--- src/rtl/pipeline_exe_multicycle_if.sv ---
// ID->EXE->MEM stage bundle for pipeline_exe_multicycle. XLEN/RIDX_W must match the
// parameters of the module it is connected to.
interface pipeline_exe_multicycle_if #(
    parameter int XLEN   = 32,
    parameter int RIDX_W = 5
);
    // Handshake: an instruction moves from ID into EXE on a rising edge where
    // valid_d_i && ready_e_o. valid_d_i may not depend on ready_e_o. stall_m_i holds
    // the EXE outputs. flush_i kills the in-flight op, the outputs and any same-cycle transfer.
    logic              valid_d_i;
    logic              ready_e_o;
    logic              flush_i;
    logic              stall_m_i;
    logic [4:0]        alu_op_d_i;
    logic [XLEN-1:0]   rs1_d_i;
    logic [XLEN-1:0]   rs2_d_i;
    logic [XLEN-1:0]   extended_imm_d_i;
    logic [XLEN-1:0]   pc_plus4_d_i;
    logic [2:0]        dmem_type_d_i;
    logic              reg_write_en_d_i;
    logic [RIDX_W-1:0] rd_idx_d_i;
    logic [1:0]        result_src_d_i;
    logic              instr_illegal_d_i;

    logic              valid_e_o;
    logic [XLEN-1:0]   alu_result_e_o;
    logic [XLEN-1:0]   extended_imm_e_o;
    logic [XLEN-1:0]   pc_plus4_e_o;
    logic [2:0]        dmem_type_e_o;
    logic              reg_write_en_e_o;
    logic [RIDX_W-1:0] rd_idx_e_o;
    logic [1:0]        result_src_e_o;
    logic              instr_illegal_e_o;
    logic              busy_e_o;
    logic [1:0]        dbg_state_o;

    modport master (
        output valid_d_i, flush_i, stall_m_i, alu_op_d_i, rs1_d_i, rs2_d_i,
               extended_imm_d_i, pc_plus4_d_i, dmem_type_d_i, reg_write_en_d_i,
               rd_idx_d_i, result_src_d_i, instr_illegal_d_i,
        input  ready_e_o, valid_e_o, alu_result_e_o, extended_imm_e_o, pc_plus4_e_o,
               dmem_type_e_o, reg_write_en_e_o, rd_idx_e_o, result_src_e_o,
               instr_illegal_e_o, busy_e_o, dbg_state_o
    );

    modport slave (
        input  valid_d_i, flush_i, stall_m_i, alu_op_d_i, rs1_d_i, rs2_d_i,
               extended_imm_d_i, pc_plus4_d_i, dmem_type_d_i, reg_write_en_d_i,
               rd_idx_d_i, result_src_d_i, instr_illegal_d_i,
        output ready_e_o, valid_e_o, alu_result_e_o, extended_imm_e_o, pc_plus4_e_o,
               dmem_type_e_o, reg_write_en_e_o, rd_idx_e_o, result_src_e_o,
               instr_illegal_e_o, busy_e_o, dbg_state_o
    );
endinterface

--- src/rtl/pipeline_exe_multicycle.sv ---
// Execute stage: single-cycle ALU plus an optional radix-2 MUL/DIV unit (XLEN+1 cycles).
// The MUL/DIV unit and its FSM are built only when EXE_MULDIV_EN is defined.
module pipeline_exe_multicycle #(
    parameter int XLEN   = 32,
    parameter int RIDX_W = 5
) (
    input  logic                    clk,
    input  logic                    reset,
    pipeline_exe_multicycle_if.slave bus
);
    localparam int SH_W = $clog2(XLEN);

    typedef enum logic [1:0] {S_IDLE = 2'd0, S_BUSY = 2'd1, S_DONE = 2'd2} state_e;

    typedef struct packed {
        logic [XLEN-1:0]   imm;
        logic [XLEN-1:0]   pc4;
        logic [2:0]        dmem;
        logic              rwe;
        logic [RIDX_W-1:0] rd;
        logic [1:0]        rsrc;
        logic              illegal;
    } side_t;

    side_t           side_in;
    logic [XLEN-1:0] a, b, alu_res;
    logic [SH_W-1:0] shamt;
    logic            op_is_md, ready, xfer;
    logic            md_done;
    logic [XLEN-1:0] md_result;
    side_t           md_side;
    state_e          state_q;

    assign a        = bus.rs1_d_i;
    assign b        = bus.rs2_d_i;
    assign shamt    = b[SH_W-1:0];
    assign op_is_md = (bus.alu_op_d_i[4:3] == 2'b10);
    assign ready    = (state_q == S_IDLE) && !bus.stall_m_i && !reset;
    assign xfer     = bus.valid_d_i && ready;

    always_comb begin
        side_in.imm     = bus.extended_imm_d_i;
        side_in.pc4     = bus.pc_plus4_d_i;
        side_in.dmem    = bus.dmem_type_d_i;
        side_in.rwe     = bus.reg_write_en_d_i;
        side_in.rd      = bus.rd_idx_d_i;
        side_in.rsrc    = bus.result_src_d_i;
        side_in.illegal = bus.instr_illegal_d_i;
    end

    always_comb begin
        alu_res = a + b;
        case (bus.alu_op_d_i)
            5'd1:    alu_res = a - b;
            5'd2:    alu_res = a << shamt;
            5'd3:    alu_res = {{(XLEN-1){1'b0}}, ($signed(a) < $signed(b))};
            5'd4:    alu_res = {{(XLEN-1){1'b0}}, (a < b)};
            5'd5:    alu_res = a ^ b;
            5'd6:    alu_res = a >> shamt;
            5'd7:    alu_res = $signed(a) >>> shamt;
            5'd8:    alu_res = a | b;
            5'd9:    alu_res = a & b;
            default: alu_res = a + b;
        endcase
    end

`ifdef EXE_MULDIV_EN
    localparam bit MD_EN = 1'b1;

    state_e            state_d;
    logic [SH_W-1:0]   cnt_q, cnt_d;
    logic [XLEN-1:0]   hi_q, hi_d, lo_q, lo_d, opb_q, opb_d;
    logic              mul_q, mul_d, sel_hi_q, sel_hi_d, neg_q, neg_d, div0_q, div0_d;
    side_t             side_q, side_d;
    logic [2:0]        md_op;
    logic              a_neg, b_neg;
    logic [XLEN-1:0]   abs_a, abs_b;
    logic [XLEN:0]     mul_sum, div_shift;
    logic [2*XLEN-1:0] prod_s;
    logic [XLEN-1:0]   quot, rem;

    assign md_op = bus.alu_op_d_i[2:0];
    assign a_neg = a[XLEN-1] && (md_op == 3'd1 || md_op == 3'd2 || md_op == 3'd4 || md_op == 3'd6);
    assign b_neg = b[XLEN-1] && (md_op == 3'd1 || md_op == 3'd4 || md_op == 3'd6);
    assign abs_a = a_neg ? -a : a;
    assign abs_b = b_neg ? -b : b;

    // Both units run on magnitudes: hi/lo is the product (MUL) or remainder/quotient (DIV).
    always_comb begin
        state_d   = state_q;
        cnt_d     = cnt_q;
        hi_d      = hi_q;
        lo_d      = lo_q;
        opb_d     = opb_q;
        mul_d     = mul_q;
        sel_hi_d  = sel_hi_q;
        neg_d     = neg_q;
        div0_d    = div0_q;
        side_d    = side_q;
        mul_sum   = {1'b0, hi_q} + (lo_q[0] ? {1'b0, opb_q} : {(XLEN+1){1'b0}});
        div_shift = {hi_q, lo_q[XLEN-1]};
        if (bus.flush_i) begin
            state_d = S_IDLE;
        end else begin
            case (state_q)
                S_IDLE: if (xfer && op_is_md) begin
                    state_d  = S_BUSY;
                    cnt_d    = '0;
                    hi_d     = '0;
                    lo_d     = abs_a;
                    opb_d    = abs_b;
                    mul_d    = !md_op[2];
                    sel_hi_d = md_op[2] ? md_op[1] : (md_op[1:0] != 2'd0);
                    neg_d    = (md_op[2] && md_op[1]) ? a_neg : (a_neg ^ b_neg);
                    div0_d   = (b == '0);
                    side_d   = side_in;
                end
                S_BUSY: begin
                    cnt_d = cnt_q + 1'b1;
                    if (mul_q) begin
                        hi_d = mul_sum[XLEN:1];
                        lo_d = {mul_sum[0], lo_q[XLEN-1:1]};
                    end else if (div_shift >= {1'b0, opb_q}) begin
                        hi_d = div_shift[XLEN-1:0] - opb_q;
                        lo_d = {lo_q[XLEN-2:0], 1'b1};
                    end else begin
                        hi_d = div_shift[XLEN-1:0];
                        lo_d = {lo_q[XLEN-2:0], 1'b0};
                    end
                    if (cnt_q == SH_W'(XLEN-1)) begin
                        state_d = S_DONE;
                        cnt_d   = '0;
                    end
                end
                S_DONE:  if (!bus.stall_m_i) state_d = S_IDLE;
                default: state_d = S_IDLE;
            endcase
        end
    end

    always_ff @(posedge clk) begin
        if (reset) begin
            state_q  <= S_IDLE;
            cnt_q    <= '0;
            hi_q     <= '0;
            lo_q     <= '0;
            opb_q    <= '0;
            mul_q    <= 1'b0;
            sel_hi_q <= 1'b0;
            neg_q    <= 1'b0;
            div0_q   <= 1'b0;
            side_q   <= '0;
        end else begin
            state_q  <= state_d;
            cnt_q    <= cnt_d;
            hi_q     <= hi_d;
            lo_q     <= lo_d;
            opb_q    <= opb_d;
            mul_q    <= mul_d;
            sel_hi_q <= sel_hi_d;
            neg_q    <= neg_d;
            div0_q   <= div0_d;
            side_q   <= side_d;
        end
    end

    // Divide by zero: quotient all-ones; the remainder sign fix-up restores the dividend.
    assign prod_s    = neg_q ? -{hi_q, lo_q} : {hi_q, lo_q};
    assign quot      = div0_q ? '1 : (neg_q ? -lo_q : lo_q);
    assign rem       = neg_q ? -hi_q : hi_q;
    assign md_result = mul_q ? (sel_hi_q ? prod_s[2*XLEN-1:XLEN] : prod_s[XLEN-1:0])
                             : (sel_hi_q ? rem : quot);
    assign md_done   = (state_q == S_DONE);
    assign md_side   = side_q;
`else
    localparam bit MD_EN = 1'b0;

    assign state_q   = S_IDLE;
    assign md_done   = 1'b0;
    assign md_result = '0;
    assign md_side   = '0;
`endif

    logic            valid_q, valid_d;
    logic [XLEN-1:0] result_q, result_d;
    side_t           out_q, out_d;

    // Without the MUL/DIV unit, codes 16-23 complete at once as illegal with result 0.
    always_comb begin
        valid_d  = valid_q;
        result_d = result_q;
        out_d    = out_q;
        if (bus.flush_i) begin
            valid_d   = 1'b0;
            out_d.rwe = 1'b0;
        end else if (bus.stall_m_i) begin
            valid_d = valid_q;
        end else if (md_done) begin
            valid_d  = 1'b1;
            result_d = md_result;
            out_d    = md_side;
        end else if (xfer && !(MD_EN && op_is_md)) begin
            valid_d       = 1'b1;
            result_d      = op_is_md ? '0 : alu_res;
            out_d         = side_in;
            out_d.illegal = side_in.illegal | op_is_md;
        end else begin
            valid_d   = 1'b0;
            out_d.rwe = 1'b0;
        end
    end

    always_ff @(posedge clk) begin
        if (reset) begin
            valid_q  <= 1'b0;
            result_q <= '0;
            out_q    <= '0;
        end else begin
            valid_q  <= valid_d;
            result_q <= result_d;
            out_q    <= out_d;
        end
    end

    assign bus.ready_e_o         = ready;
    assign bus.valid_e_o         = valid_q;
    assign bus.alu_result_e_o    = result_q;
    assign bus.extended_imm_e_o  = out_q.imm;
    assign bus.pc_plus4_e_o      = out_q.pc4;
    assign bus.dmem_type_e_o     = out_q.dmem;
    assign bus.reg_write_en_e_o  = out_q.rwe;
    assign bus.rd_idx_e_o        = out_q.rd;
    assign bus.result_src_e_o    = out_q.rsrc;
    assign bus.instr_illegal_e_o = out_q.illegal;
    assign bus.busy_e_o          = (state_q != S_IDLE);
    assign bus.dbg_state_o       = state_q;
endmodule

--- src/flat_wrapper.sv ---
// flat-port wrapper written by rule: the top's interface ports become plain ports
module pipeline_exe_multicycle_flat 
#(
    parameter int XLEN   = 32,
    parameter int RIDX_W = 5
)
  (clk, reset, bus_valid_d_i, bus_flush_i, bus_stall_m_i, bus_alu_op_d_i, bus_rs1_d_i, bus_rs2_d_i, bus_extended_imm_d_i, bus_pc_plus4_d_i, bus_dmem_type_d_i, bus_reg_write_en_d_i, bus_rd_idx_d_i, bus_result_src_d_i, bus_instr_illegal_d_i, bus_ready_e_o, bus_valid_e_o, bus_alu_result_e_o, bus_extended_imm_e_o, bus_pc_plus4_e_o, bus_dmem_type_e_o, bus_reg_write_en_e_o, bus_rd_idx_e_o, bus_result_src_e_o, bus_instr_illegal_e_o, bus_busy_e_o, bus_dbg_state_o);
  pipeline_exe_multicycle_if #(.XLEN(XLEN), .RIDX_W(RIDX_W)) bus_i ();
  input  logic clk;
  input  logic reset;
  input wire logic [$bits(bus_i.valid_d_i)-1:0] bus_valid_d_i;
  input wire logic [$bits(bus_i.flush_i)-1:0] bus_flush_i;
  input wire logic [$bits(bus_i.stall_m_i)-1:0] bus_stall_m_i;
  input wire logic [$bits(bus_i.alu_op_d_i)-1:0] bus_alu_op_d_i;
  input wire logic [$bits(bus_i.rs1_d_i)-1:0] bus_rs1_d_i;
  input wire logic [$bits(bus_i.rs2_d_i)-1:0] bus_rs2_d_i;
  input wire logic [$bits(bus_i.extended_imm_d_i)-1:0] bus_extended_imm_d_i;
  input wire logic [$bits(bus_i.pc_plus4_d_i)-1:0] bus_pc_plus4_d_i;
  input wire logic [$bits(bus_i.dmem_type_d_i)-1:0] bus_dmem_type_d_i;
  input wire logic [$bits(bus_i.reg_write_en_d_i)-1:0] bus_reg_write_en_d_i;
  input wire logic [$bits(bus_i.rd_idx_d_i)-1:0] bus_rd_idx_d_i;
  input wire logic [$bits(bus_i.result_src_d_i)-1:0] bus_result_src_d_i;
  input wire logic [$bits(bus_i.instr_illegal_d_i)-1:0] bus_instr_illegal_d_i;
  output wire logic [$bits(bus_i.ready_e_o)-1:0] bus_ready_e_o;
  output wire logic [$bits(bus_i.valid_e_o)-1:0] bus_valid_e_o;
  output wire logic [$bits(bus_i.alu_result_e_o)-1:0] bus_alu_result_e_o;
  output wire logic [$bits(bus_i.extended_imm_e_o)-1:0] bus_extended_imm_e_o;
  output wire logic [$bits(bus_i.pc_plus4_e_o)-1:0] bus_pc_plus4_e_o;
  output wire logic [$bits(bus_i.dmem_type_e_o)-1:0] bus_dmem_type_e_o;
  output wire logic [$bits(bus_i.reg_write_en_e_o)-1:0] bus_reg_write_en_e_o;
  output wire logic [$bits(bus_i.rd_idx_e_o)-1:0] bus_rd_idx_e_o;
  output wire logic [$bits(bus_i.result_src_e_o)-1:0] bus_result_src_e_o;
  output wire logic [$bits(bus_i.instr_illegal_e_o)-1:0] bus_instr_illegal_e_o;
  output wire logic [$bits(bus_i.busy_e_o)-1:0] bus_busy_e_o;
  output wire logic [$bits(bus_i.dbg_state_o)-1:0] bus_dbg_state_o;
  assign bus_i.valid_d_i = bus_valid_d_i;
  assign bus_i.flush_i = bus_flush_i;
  assign bus_i.stall_m_i = bus_stall_m_i;
  assign bus_i.alu_op_d_i = bus_alu_op_d_i;
  assign bus_i.rs1_d_i = bus_rs1_d_i;
  assign bus_i.rs2_d_i = bus_rs2_d_i;
  assign bus_i.extended_imm_d_i = bus_extended_imm_d_i;
  assign bus_i.pc_plus4_d_i = bus_pc_plus4_d_i;
  assign bus_i.dmem_type_d_i = bus_dmem_type_d_i;
  assign bus_i.reg_write_en_d_i = bus_reg_write_en_d_i;
  assign bus_i.rd_idx_d_i = bus_rd_idx_d_i;
  assign bus_i.result_src_d_i = bus_result_src_d_i;
  assign bus_i.instr_illegal_d_i = bus_instr_illegal_d_i;
  assign bus_ready_e_o = bus_i.ready_e_o;
  assign bus_valid_e_o = bus_i.valid_e_o;
  assign bus_alu_result_e_o = bus_i.alu_result_e_o;
  assign bus_extended_imm_e_o = bus_i.extended_imm_e_o;
  assign bus_pc_plus4_e_o = bus_i.pc_plus4_e_o;
  assign bus_dmem_type_e_o = bus_i.dmem_type_e_o;
  assign bus_reg_write_en_e_o = bus_i.reg_write_en_e_o;
  assign bus_rd_idx_e_o = bus_i.rd_idx_e_o;
  assign bus_result_src_e_o = bus_i.result_src_e_o;
  assign bus_instr_illegal_e_o = bus_i.instr_illegal_e_o;
  assign bus_busy_e_o = bus_i.busy_e_o;
  assign bus_dbg_state_o = bus_i.dbg_state_o;
  pipeline_exe_multicycle #(.XLEN(XLEN), .RIDX_W(RIDX_W)) u_core (.clk(clk), .reset(reset), .bus(bus_i));
endmodule
--- config.mk ---
export PLATFORM = sky130hd
export DESIGN_NAME = pipeline_exe_multicycle_flat
export DESIGN_NICKNAME = d
export VERILOG_FILES = /design/src/rtl/pipeline_exe_multicycle_if.sv /design/src/rtl/pipeline_exe_multicycle.sv /design/src/flat_wrapper.sv
export SDC_FILE = /design/constraint.sdc
export NUM_CORES = 1
export LEC_CHECK = 0
export BUFFER_PORTS_ARGS = -buffer_cell sky130_fd_sc_hd__buf_2
export CAP_MARGIN = 20
export CORE_MARGIN = 4
export CORE_UTILIZATION = 35
export DETAILED_ROUTE_END_ITERATION = 7
export MAX_ROUTING_LAYER = met4
export SYNTH_ARGS = -nofsm -noshare
export SYNTH_HDL_FRONTEND = slang
export SYNTH_SLANG_ARGS = --single-unit
--- constraint.sdc ---
create_clock -name clk -period 12 [get_ports clk]
set_input_delay 1.8 -clock clk [delete_from_list [all_inputs] [get_ports clk]]
set_output_delay 1.8 -clock clk [all_outputs]
set_load 0.01 [all_outputs]
==> impl_metrics.yaml, run 1 <==
drt:
  final_antenna_net_count: 0
  avgRoutedWirePerCell_um: 24.3
  via_count: 14700
  drt-total-wl_mm: 58.1
  dr.pass1.iters: 6
  drt-vias-per-instance: 6.15
  drtIter0Drc: 1696
  drc_errors: 0
worst_setup_path:
  cp.required_ps: 12310
  r2r_cells: 7
  start_kind: "primary input"
  cp.arrival_ps: 6090
  crit_type: "in2reg"
  worstPathMaxFanout: 67
  reg2reg_from: "u_core.bus.alu_result_e_o[30]$_SDFFE_PP0P_"
  cp-end-kind: "flop"
  r2r_slack_ps: 9740
  r2r-end: "u_core.bus.alu_result_e_o[30]$_SDFFE_PP0P_"
global_routing:
  use_met1_pct: 39.5
  grt_max_degree: 86
  grt_pass1_wl_mm: 84.9
  use_met2_pct: 43.3
  use_met3_pct: 3.69
  grt_pass1_vias: 13600
  grt_antenna_before_repair: 0
  gr-usage-all-layers_pct: 28.4
  busiest_layer: "met2"
  gr-total-overflow: 0
pwr:
  seqPwrFrac_pct: 31.0
  swShare_pct: 41.5
  ir_drop_mv: 0.0674
  leakagePower_uw: 0.00624
  p_switching_uw: 503
  p_clk_share_pct: 26.7
  intPower_uw: 710
  power.density_nw_per_um2: 82.5
  p_comb_share_pct: 42.3
placement:
  gp_congestion: 1.01
  port-buffer-count: 259
  hpwl_mm: 43.5
  placed_cells: 2373
  post-place-ws_ps: 5910
synthesis:
  synth_cell_types: 85
  ys_ff_latch: 109
  ys_warn_count: 0
  syn-cell-area_sq_um: 12900
  synth-main-ff-cell: "dfxtp_1"
  synth.top_cells.by_count: "268 x nand2_1, 188 x a21oi_1, 153 x nor2_1"
  synthesis.instances: 1763
  synth.largest_area_cell: "dfxtp_1"
  synthTopCellsByArea: "dfxtp_1 17%, ha_1 9.4%, mux4_2 9.3%"
  synth_edf_count: 0
  ys_async_sr_fraction_pct: 0
  syn_avg_cell_area_sq_um: 7.31
  synth_most_common_cell: "nand2_1"
  yosysTopAreaCellShare_pct: 16.9
  yosysSeqAreaShare_pct: 16.9
clock_network:
  cts.repair.resized: 0
  clk_pin_slew_ps: 90
  cts_root_buf: "clkbuf_16"
  cts_tree: "done"
  htree_levels: 3
  clock_path_buffers: 2
  cts_setup_buffers: 0
  cts_sinks: 109
  insertion_delay_ps: 370
  cts_made_buffers: 9
  cts_hold_buf: 0
worst_hold_path:
  whs_path_depth: 2
  worstHoldEndpoint: "u_core.bus.rd_idx_e_o[1]$_SDFFE_PP0P_"
  holdCritPathClass: "reg2reg"
  hold_start: "u_core.bus.rd_idx_e_o[1]$_SDFFE_PP0P_"
die:
  std_cell_rows: 70
  die_area_sq_um: 39900
  die_w_um: 200
  initial_core_util_pct: 35.4
  core_sq_um: 36400
  die_h_um: 200
  pin_count: 263
timing:
  post-route-period-util_pct: 48.2
  final_max_slew_viol_count: 0
  worstMarginPinSlew_ps: 1020
  setup-violations-final: 0
  fmax_mhz: 173
  hold_violations: 0
  finClkSkew_ps: 0
  slew_headroom_pct: 31.7
  finalCriticalPeriod_ps: 5780
  rsz0062_at_grt: "no"
  setup_ws_ps: 6220
  tns_ps: 0
cells_and_area:
  fin_util_pct: 40.3
  areaGrowthSynthToFinish_pct: 14.1
  stdcell_count: 2390
  drive_above_1_share_pct: 21.3
  nets: 2165
flow_run:
  cap_violations: 0
outcome:
  status: "finished, final reports clean"
==> layout by cell type, fill, tap and decap left out, types with 20 or more instances in the layout <==
master / netlist / final
nor2_1: 153 / 152
nand3_1: 27 / 27
mux2_2: 25 / 25
a211oi_1: 28 / 28
mux4_2: 53 / 53
nor3_1: 42 / 41
buf_4: 8 / 25
o21ai_0: 90 / 89
inv_1: 103 / 103
nand2_1: 268 / 268
nor4_1: 20 / 20
ha_1: 97 / 97
o211ai_1: 29 / 29
a21oi_1: 188 / 188
xnor2_1: 21 / 21
buf_2: 15 / 258
mux2i_1: 42 / 42
dfxtp_1: 109 / 109
==> worst max path at each step <==
| stage | start | endpoint | slack (ps) |
|---|---|---|---|
| after CTS | bus_rs2_d_i[1] | u_core.bus.alu_result_e_o[30]$_SDFFE_PP0P_ | 6300 |
| final | bus_rs2_d_i[1] | u_core.bus.alu_result_e_o[30]$_SDFFE_PP0P_ | 6220 |
| after global routing | bus_rs2_d_i[1] | u_core.bus.alu_result_e_o[30]$_SDFFE_PP0P_ | 5940 |
| after detailed placement | bus_rs2_d_i[1] | u_core.bus.alu_result_e_o[30]$_SDFFE_PP0P_ | 5910 |
| after floorplan | bus_rs2_d_i[2] | u_core.bus.alu_result_e_o[30]$_SDFFE_PP0P_ | 6650 |
| after global placement | bus_rs2_d_i[1] | u_core.bus.alu_result_e_o[30]$_SDFFE_PP0P_ | 6000 |
==> cells by family (layout without fill, tap and decap cells) <==
kind of cell	count (synthesis)	after routing	synth area share, %
AO/OA/AOI/OAI	556	556	28.3
buffers and inverters	250	406	7.66
adder cells (fa/ha/maj)	99	99	9.73
XOR/XNOR	23	23	1.56
other	1	4	0.0291
multiplexers	120	120	14.7
flip-flops	109	109	16.9
AND/OR/NAND/NOR	605	605	21.0
==> final cells by class <==
| cell class | instances | area [sq um] |
|---|---|---|
| Fill cell | 3869 | 21700 |
| Multi-Input combinational cell | 1406 | 9740 |
| Sequential cell | 109 | 2180 |
| Timing Repair Buffer | 283 | 1480 |
| Tap cell | 468 | 586 |
| Inverter | 107 | 402 |
| Clock buffer | 10 | 239 |
| Clock inverter | 6 | 63.8 |
| Antenna cell | 1 | 2.50 |
==> power groups by stage <==
| stage | combinational, uW | sequential [uW] | clock [uW] |
|---|---|---|---|
| after global routing | 549 | 377 | 342 |
| after detailed placement | 497 | 384 | 0 |
| after global placement | 496 | 384 | 0 |
| after CTS | 500 | 376 | 334 |
| after floorplan | 325 | 388 | 0 |
| final | 513 | 376 | 323 |
==> worst max-delay path: stages <==
cell	delay, ps
buf_2	70
buf_4	630
inv_2	480
fa_1	570
nor2b_1	170
o211ai_1	280
a2111oi_0	240
o31ai_2	460
o2111ai_1	360
a31o_2	360
or4b_1	480
a31oi_1	170
==> metrics by stage <==
stage | instance area [sq um] | hold WS (ps) | power (uW)
after floorplan | 12900 | 471 | 713
after global placement | 14400 | 436 | 880
after detailed placement | 14400 | 444 | 882
after CTS | 14700 | 457 | 1210
after global routing | 14700 | 473 | 1270
final | 14700 | 453 | 1210
==> flip-flops by register name, summed over array words and instances, names as in the netlist <==
name                          flops
u_core.bus.alu_result_e_o        32
u_core.bus.dmem_type_e_o          3
u_core.bus.extended_imm_e_o      32
u_core.bus.instr_illegal_e_o      1
u_core.bus.pc_plus4_e_o          32
u_core.bus.rd_idx_e_o             5
u_core.bus.reg_write_en_e_o       1
u_core.bus.result_src_e_o         2
u_core.bus.valid_e_o              1
==> layer usage <==
metal	vias to the layer above	wire length, um
met1	7140	24900
met4	0	1610
met2	744	26400
li1	6738	-
met3	83	5250
met5	-	0
(Power assumes the default switching activity.)
==> run 2: changes to the inputs <==
==> constraint.sdc (replaced) <==
create_clock -name clk -period 5.4 [get_ports clk]
set_input_delay 0.81 -clock clk [delete_from_list [all_inputs] [get_ports clk]]
set_output_delay 0.81 -clock clk [all_outputs]
set_load 0.01 [all_outputs]
==> impl_metrics.yaml, run 2 (synthesis results as in run 1) <==
outcome:
  status: "finished, final reports clean"
worst_setup_path:
  worstPathMaxFanout: 15
  crit_type: "in2reg"
  start_kind: "primary input"
  cp-end-kind: "flop"
  r2r_slack_ps: 3090
  cp.arrival_ps: 4300
  cp.required_ps: 5700
placement:
  dpl-instance-area_sq_um: 14500
  port-buffer-count: 259
  gp_congestion: 1.02
  hpwl_mm: 45.6
cells_and_area:
  final_cell_mix: "268 x nand2_1, 258 x buf_2, 188 x a21oi_1"
  antenna_cells: 0
  mostFrequentLayoutCell: "nand2_1"
  areaGrowthSynthToFinish_pct: 14.9
  nets: 2179
  drive_above_1_share_pct: 21.9
  postLayoutCellArea_sq_um: 14800
  nFillCells: 3857
clock_network:
  clock_path_buffers: 2
  cts_setup_buffers: 0
  insertion_delay_ps: 370
  cts_root_buf: "clkbuf_16"
  cts.repair.resized: 0
  cts_hold_buf: 0
  htree_levels: 3
  cts_made_buffers: 9
  cts_tree: "done"
  clk_pin_slew_ps: 80
  cts_sinks: 109
timing:
  tns_ps: 0
  finalCriticalPeriod_ps: 4000
  rsz0062_at_grt: "no"
  setup-violations-final: 0
  fmax_mhz: 250
  hold_violations: 0
  worstMarginPinSlew_ps: 1020
  finClkSkew_ps: 0
  post-route-period-util_pct: 74.1
  final_max_slew_viol_count: 0
  slew_headroom_pct: 30.8
global_routing:
  grt_antenna_before_repair: 0
  grt_max_degree: 76
  gr-total-overflow: 0
  grt_pass1_vias: 13500
  gr-usage-all-layers_pct: 28.8
  grt_pass1_wl_mm: 85.6
pwr:
  leakagePower_uw: 0.00630
  p_clk_share_pct: 26.1
  power.density_nw_per_um2: 182
  ir_drop_mv: 0.147
  swShare_pct: 41.3
  p_comb_share_pct: 43.0
  seqPwrFrac_pct: 31.0
  intPower_uw: 1580
  p_switching_uw: 1110
drt:
  route.met3.wl_mm: 5.32
  met1_length_mm: 25.1
  dr.pass1.iters: 6
  via_count: 14700
  drt-total-wl_mm: 58.8
  drc_errors: 0
  drtIter0Drc: 1679
  final_antenna_net_count: 0
  drt-vias-per-instance: 6.12
  top_layer_used: "met4"
  dr_wl_met2_mm: 26.5
  avgRoutedWirePerCell_um: 24.5
flow_run:
  cap_violations: 0
die:
  core_sq_um: 36400
  die_w_um: 200
  pin_count: 263
  initial_core_util_pct: 35.4
  std_cell_rows: 70
  die_area_sq_um: 39900
  die_h_um: 200
worst_hold_path:
  holdCritPathClass: "reg2reg"
## run 2: changes by cell type in the layout (fill, tap and decap cells not counted)
cell     change
buf_4       +14
diode_2      -1
## run 2: power groups by stage
stage | clock network [uW] | logic (uW) | registers, uW
6_report | 703 | 1160 | 834
5_1_grt | 750 | 1240 | 837
4_1_cts | 725 | 1130 | 835
3_5_place_dp | 0 | 1120 | 854
3_3_place_gp | 0 | 1130 | 853
2_1_floorplan | 0 | 722 | 861
## run 2: metal layers
layer	track usage (%)	vias up
met5	-	-
met3	3.84	105
met4	8.45	0
li1	-	6760
met1	40.3	7043
met2	43.8	797
## run 2: layout make-up
cell class,count,area [sq um],share of cell area [%]
inverters,107,402,2.71
clock buffers,10,239,1.62
well taps,468,586,3.96
multi-input cells,1406,9740,65.8
flip-flops and latches,109,2180,14.7
repair buffers,297,1580,10.7
clock inverters,6,63.8,0.431
## run 2: through the flow
step	hold WS [ps]	cells	total power [uW]	setup WS [ps]	util (%)
floorplan	471	1765	1580	1040	-
global placement	433	2387	1980	1190	39.8
detailed placement	439	2387	1980	1140	39.8
CTS	454	2403	2690	1520	40.6
global route	474	2403	2830	1330	40.6
finish	452	2403	2700	1400	40.6
## run 2: worst max-delay path, stage by stage
cell and delay, ps:
buf_2 350, inv_2 110, fa_1 470, nor2b_1 160, o211ai_1 350, a2111oi_0 260, o31ai_2 460, o2111ai_1 350
a31o_2 350, or4b_1 450, a31oi_1 170
## run 2: path summary, 6_finish.rpt
| check | from | to | cells after the start |
|---|---|---|---|
| min reg2reg | u_core.bus.pc_plus4_e_o[7]$_SDFFE_PP0P_ | u_core.bus.pc_plus4_e_o[7]$_SDFFE_PP0P_ | 2 |
| max reg2reg | u_core.bus.alu_result_e_o[30]$_SDFFE_PP0P_ | u_core.bus.alu_result_e_o[30]$_SDFFE_PP0P_ | 7 |
| min | u_core.bus.pc_plus4_e_o[7]$_SDFFE_PP0P_ | u_core.bus.pc_plus4_e_o[7]$_SDFFE_PP0P_ | 2 |
| max | bus_rs2_d_i[1] | u_core.bus.alu_result_e_o[30]$_SDFFE_PP0P_ | 11 |
==> run 3: changes to the inputs <==
--- a/config.mk
+++ b/config.mk
@@ -5,6 +5,7 @@
 export SDC_FILE = /design/constraint.sdc
 export NUM_CORES = 1
 export LEC_CHECK = 0
+export ABC_AREA = 1
 export BUFFER_PORTS_ARGS = -buffer_cell sky130_fd_sc_hd__buf_2
 export CAP_MARGIN = 20
 export CORE_MARGIN = 4
==> constraint.sdc (replaced) <==
create_clock -name clk -period 4.1 [get_ports clk]
set_input_delay 0.615 -clock clk [delete_from_list [all_inputs] [get_ports clk]]
set_output_delay 0.615 -clock clk [all_outputs]
set_load 0.01 [all_outputs]
==> impl_metrics.yaml, run 3 <==
clock_network:
  cts_made_buffers: 9
  cts_tree: "done"
  cts_sinks: 109
  clock_path_buffers: 2
  htree_levels: 3
  clk_pin_slew_ps: 80
  cts_hold_buf: 0
  cts_setup_buffers: 0
  insertion_delay_ps: 360
  cts.repair.resized: 0
  cts_root_buf: "clkbuf_16"
worst_setup_path:
  r2r_slack_ps: 3340
  cp-end-kind: "flop"
  start_kind: "primary input"
  crit_type: "in2reg"
  cp.required_ps: 4330
  worstPathMaxFanout: 8
  cp.arrival_ps: 3400
  r2r_cells: 2
cells_and_area:
  areaGrowthSynthToFinish_pct: 14.7
  nFillCells: 4499
  multi_input_area_sq_um: 9930
  final_cell_mix: "743 x nand2_1, 429 x nand3_1, 321 x nor2_1"
  final-seq-area_sq_um: 2180
  postLayoutCellArea_sq_um: 15700
  mostFrequentLayoutCell: "nand2_1"
  drive_above_1_share_pct: 12.6
  nets: 2982
drt:
  dr.pass1.iters: 6
  drt-vias-per-instance: 5.67
  drtIter0Drc: 2471
  drt-total-wl_mm: 74.0
  final_antenna_net_count: 0
  via_count: 18500
  avgRoutedWirePerCell_um: 22.7
  drc_errors: 0
synthesis:
  syn-cell-area_sq_um: 13700
  synthXorXnorAreaFrac_pct: 0.319
  synth.top_cells.by_count: "743 x nand2_1, 429 x nand3_1, 322 x nor2_1"
  synth_cell_types: 45
  ys_warn_count: 0
  synthSimpleGateAreaFrac_pct: 49.6
  syn_avg_cell_area_sq_um: 5.38
  yosysTopAreaCellShare_pct: 20.3
  synth_most_common_cell: "nand2_1"
  synth_compound_area_share_pct: 13.2
  synth.largest_area_cell: "nand2_1"
  synthAdderAreaFrac_pct: 9.14
  yosysSeqAreaShare_pct: 15.9
  synth_top_family_by_area: "simple AND/OR/NAND/NOR gates"
  muxShareOfSynthArea_pct: 0
  synth_edf_count: 0
  synth-main-ff-cell: "dfxtp_1"
  synthesis.instances: 2549
  ys_async_sr_fraction_pct: 0
  synthTopCellsByArea: "nand2_1 20%, dfxtp_1 16%, nand3_1 16%"
  ys_ff_latch: 109
worst_hold_path:
  holdCritPathClass: "reg2reg"
  whs_path_depth: 2
flow_run:
  cap_violations: 0
timing:
  finClkSkew_ps: 0
  worstMarginPinSlew_ps: 817
  hold_slack_ps: 461
  rsz0062_at_grt: "no"
  tns_ps: 0
  slew_headroom_pct: 45.0
  hold_violations: 0
  fmax_mhz: 316
  setup-violations-final: 0
  setup_ws_ps: 931
  finalCriticalPeriod_ps: 3170
  final_max_slew_viol_count: 0
  post-route-period-util_pct: 77.3
global_routing:
  grt_max_degree: 77
  use_met1_pct: 45.0
  use_met3_pct: 5.38
  grt_antenna_before_repair: 1
  gr-total-overflow: 0
  grt_pass1_vias: 17100
  grt_pass1_wl_mm: 107
  gr-usage-all-layers_pct: 34.4
  use_met2_pct: 53.6
  busiest_layer: "met2"
pwr:
  power.total_uw: 3720
  leakagePower_uw: 0.00855
  power.density_nw_per_um2: 236
  ir_drop_mv: 0.200
placement:
  post-place-ws_ps: 733
  port-buffer-count: 259
  dpl-instance-area_sq_um: 15400
  hpwl_mm: 60.2
  gp_congestion: 1.12
die:
  die_area_sq_um: 42400
  initial_core_util_pct: 35.4
  die_h_um: 206
  core_sq_um: 38700
  die_w_um: 206
  std_cell_rows: 72
  pin_count: 263
outcome:
  status: "finished, final reports clean"
-- run 3: cell types whose count changed in the layout (fill, tap and decap cells not counted), moves of 26 or more --
cell,delta
a211oi_1,-26
mux4_2,-53
o21ai_0,+58
inv_1,+172
mux2i_1,-42
nand3_1,+402
a21oi_1,-67
nand2_1,+475
nor2_1,+169
-- run 3: per-stage QoR --
| stage | instances | utilization (%) |
|---|---|---|
| finish | 3257 | 40.6 |
| global route | 3257 | 40.6 |
| CTS | 3256 | 40.6 |
| detailed placement | 3240 | 39.8 |
| global placement | 3240 | 39.8 |
| floorplan | 2551 | - |
-- run 3: critical path, cell delays in order --
cell and delay [ps]:
buf_2 240, inv_1 70, ha_1 440, nor2_1 260, nand2_1 150, nor3_1 620, nand4_1 360, nand3_1 180
nand2_1 60, nand3_1 100, nand3_1 100, nand2_1 120, a21oi_1 70
-- run 3: layer usage --
| layer | up-vias | part of all wire (%) |
|---|---|---|
| li1 | 8612 | - |
| met1 | 8709 | 41 |
| met2 | 1005 | 45 |
| met3 | 149 | 9.3 |
| met4 | 0 | 4.3 |
| met5 | - | 0 |
-- run 3: cell families (layout without fill, tap and decap cells) --
| group | count (synthesis) | after routing |
|---|---|---|
| xor gates and xnor gates | 5 | 5 |
| adders and majority gates | 99 | 99 |
| DFF | 109 | 109 |
| buffers and inverters | 411 | 598 |
| other | 1 | 4 |
| AOI/OAI and AO/OA | 331 | 331 |
| and+or+nand+nor | 1593 | 1593 |
-- run 3: layout make-up --
class / instances / share of cell area, %
Sequential cell: 109 / 13.9
Timing Repair Buffer: 293 / 10.0
Clock buffer: 10 / 1.52
Inverter: 289 / 6.90
Clock inverter: 6 / 0.493
Antenna cell: 1 / 0.0159
Tap cell: 518 / 4.12
Multi-Input combinational cell: 2031 / 63.1
-- run 3: path summary, 6_finish.rpt --
kind,to,startpoint
min,u_core.bus.valid_e_o$_SDFFE_PP0N_,u_core.bus.valid_e_o$_SDFFE_PP0N_
max,u_core.bus.alu_result_e_o[18]$_SDFFE_PP0P_,bus_rs1_d_i[13]
max reg2reg,u_core.bus.alu_result_e_o[27]$_SDFFE_PP0P_,u_core.bus.alu_result_e_o[27]$_SDFFE_PP0P_
min reg2reg,u_core.bus.valid_e_o$_SDFFE_PP0N_,u_core.bus.valid_e_o$_SDFFE_PP0N_
-- run 3: power breakdown --
part           internal (uW)  switching [uW]
combinational            462            1180
clock                    505             465
sequential              1090            16.5
total                   2060            1660
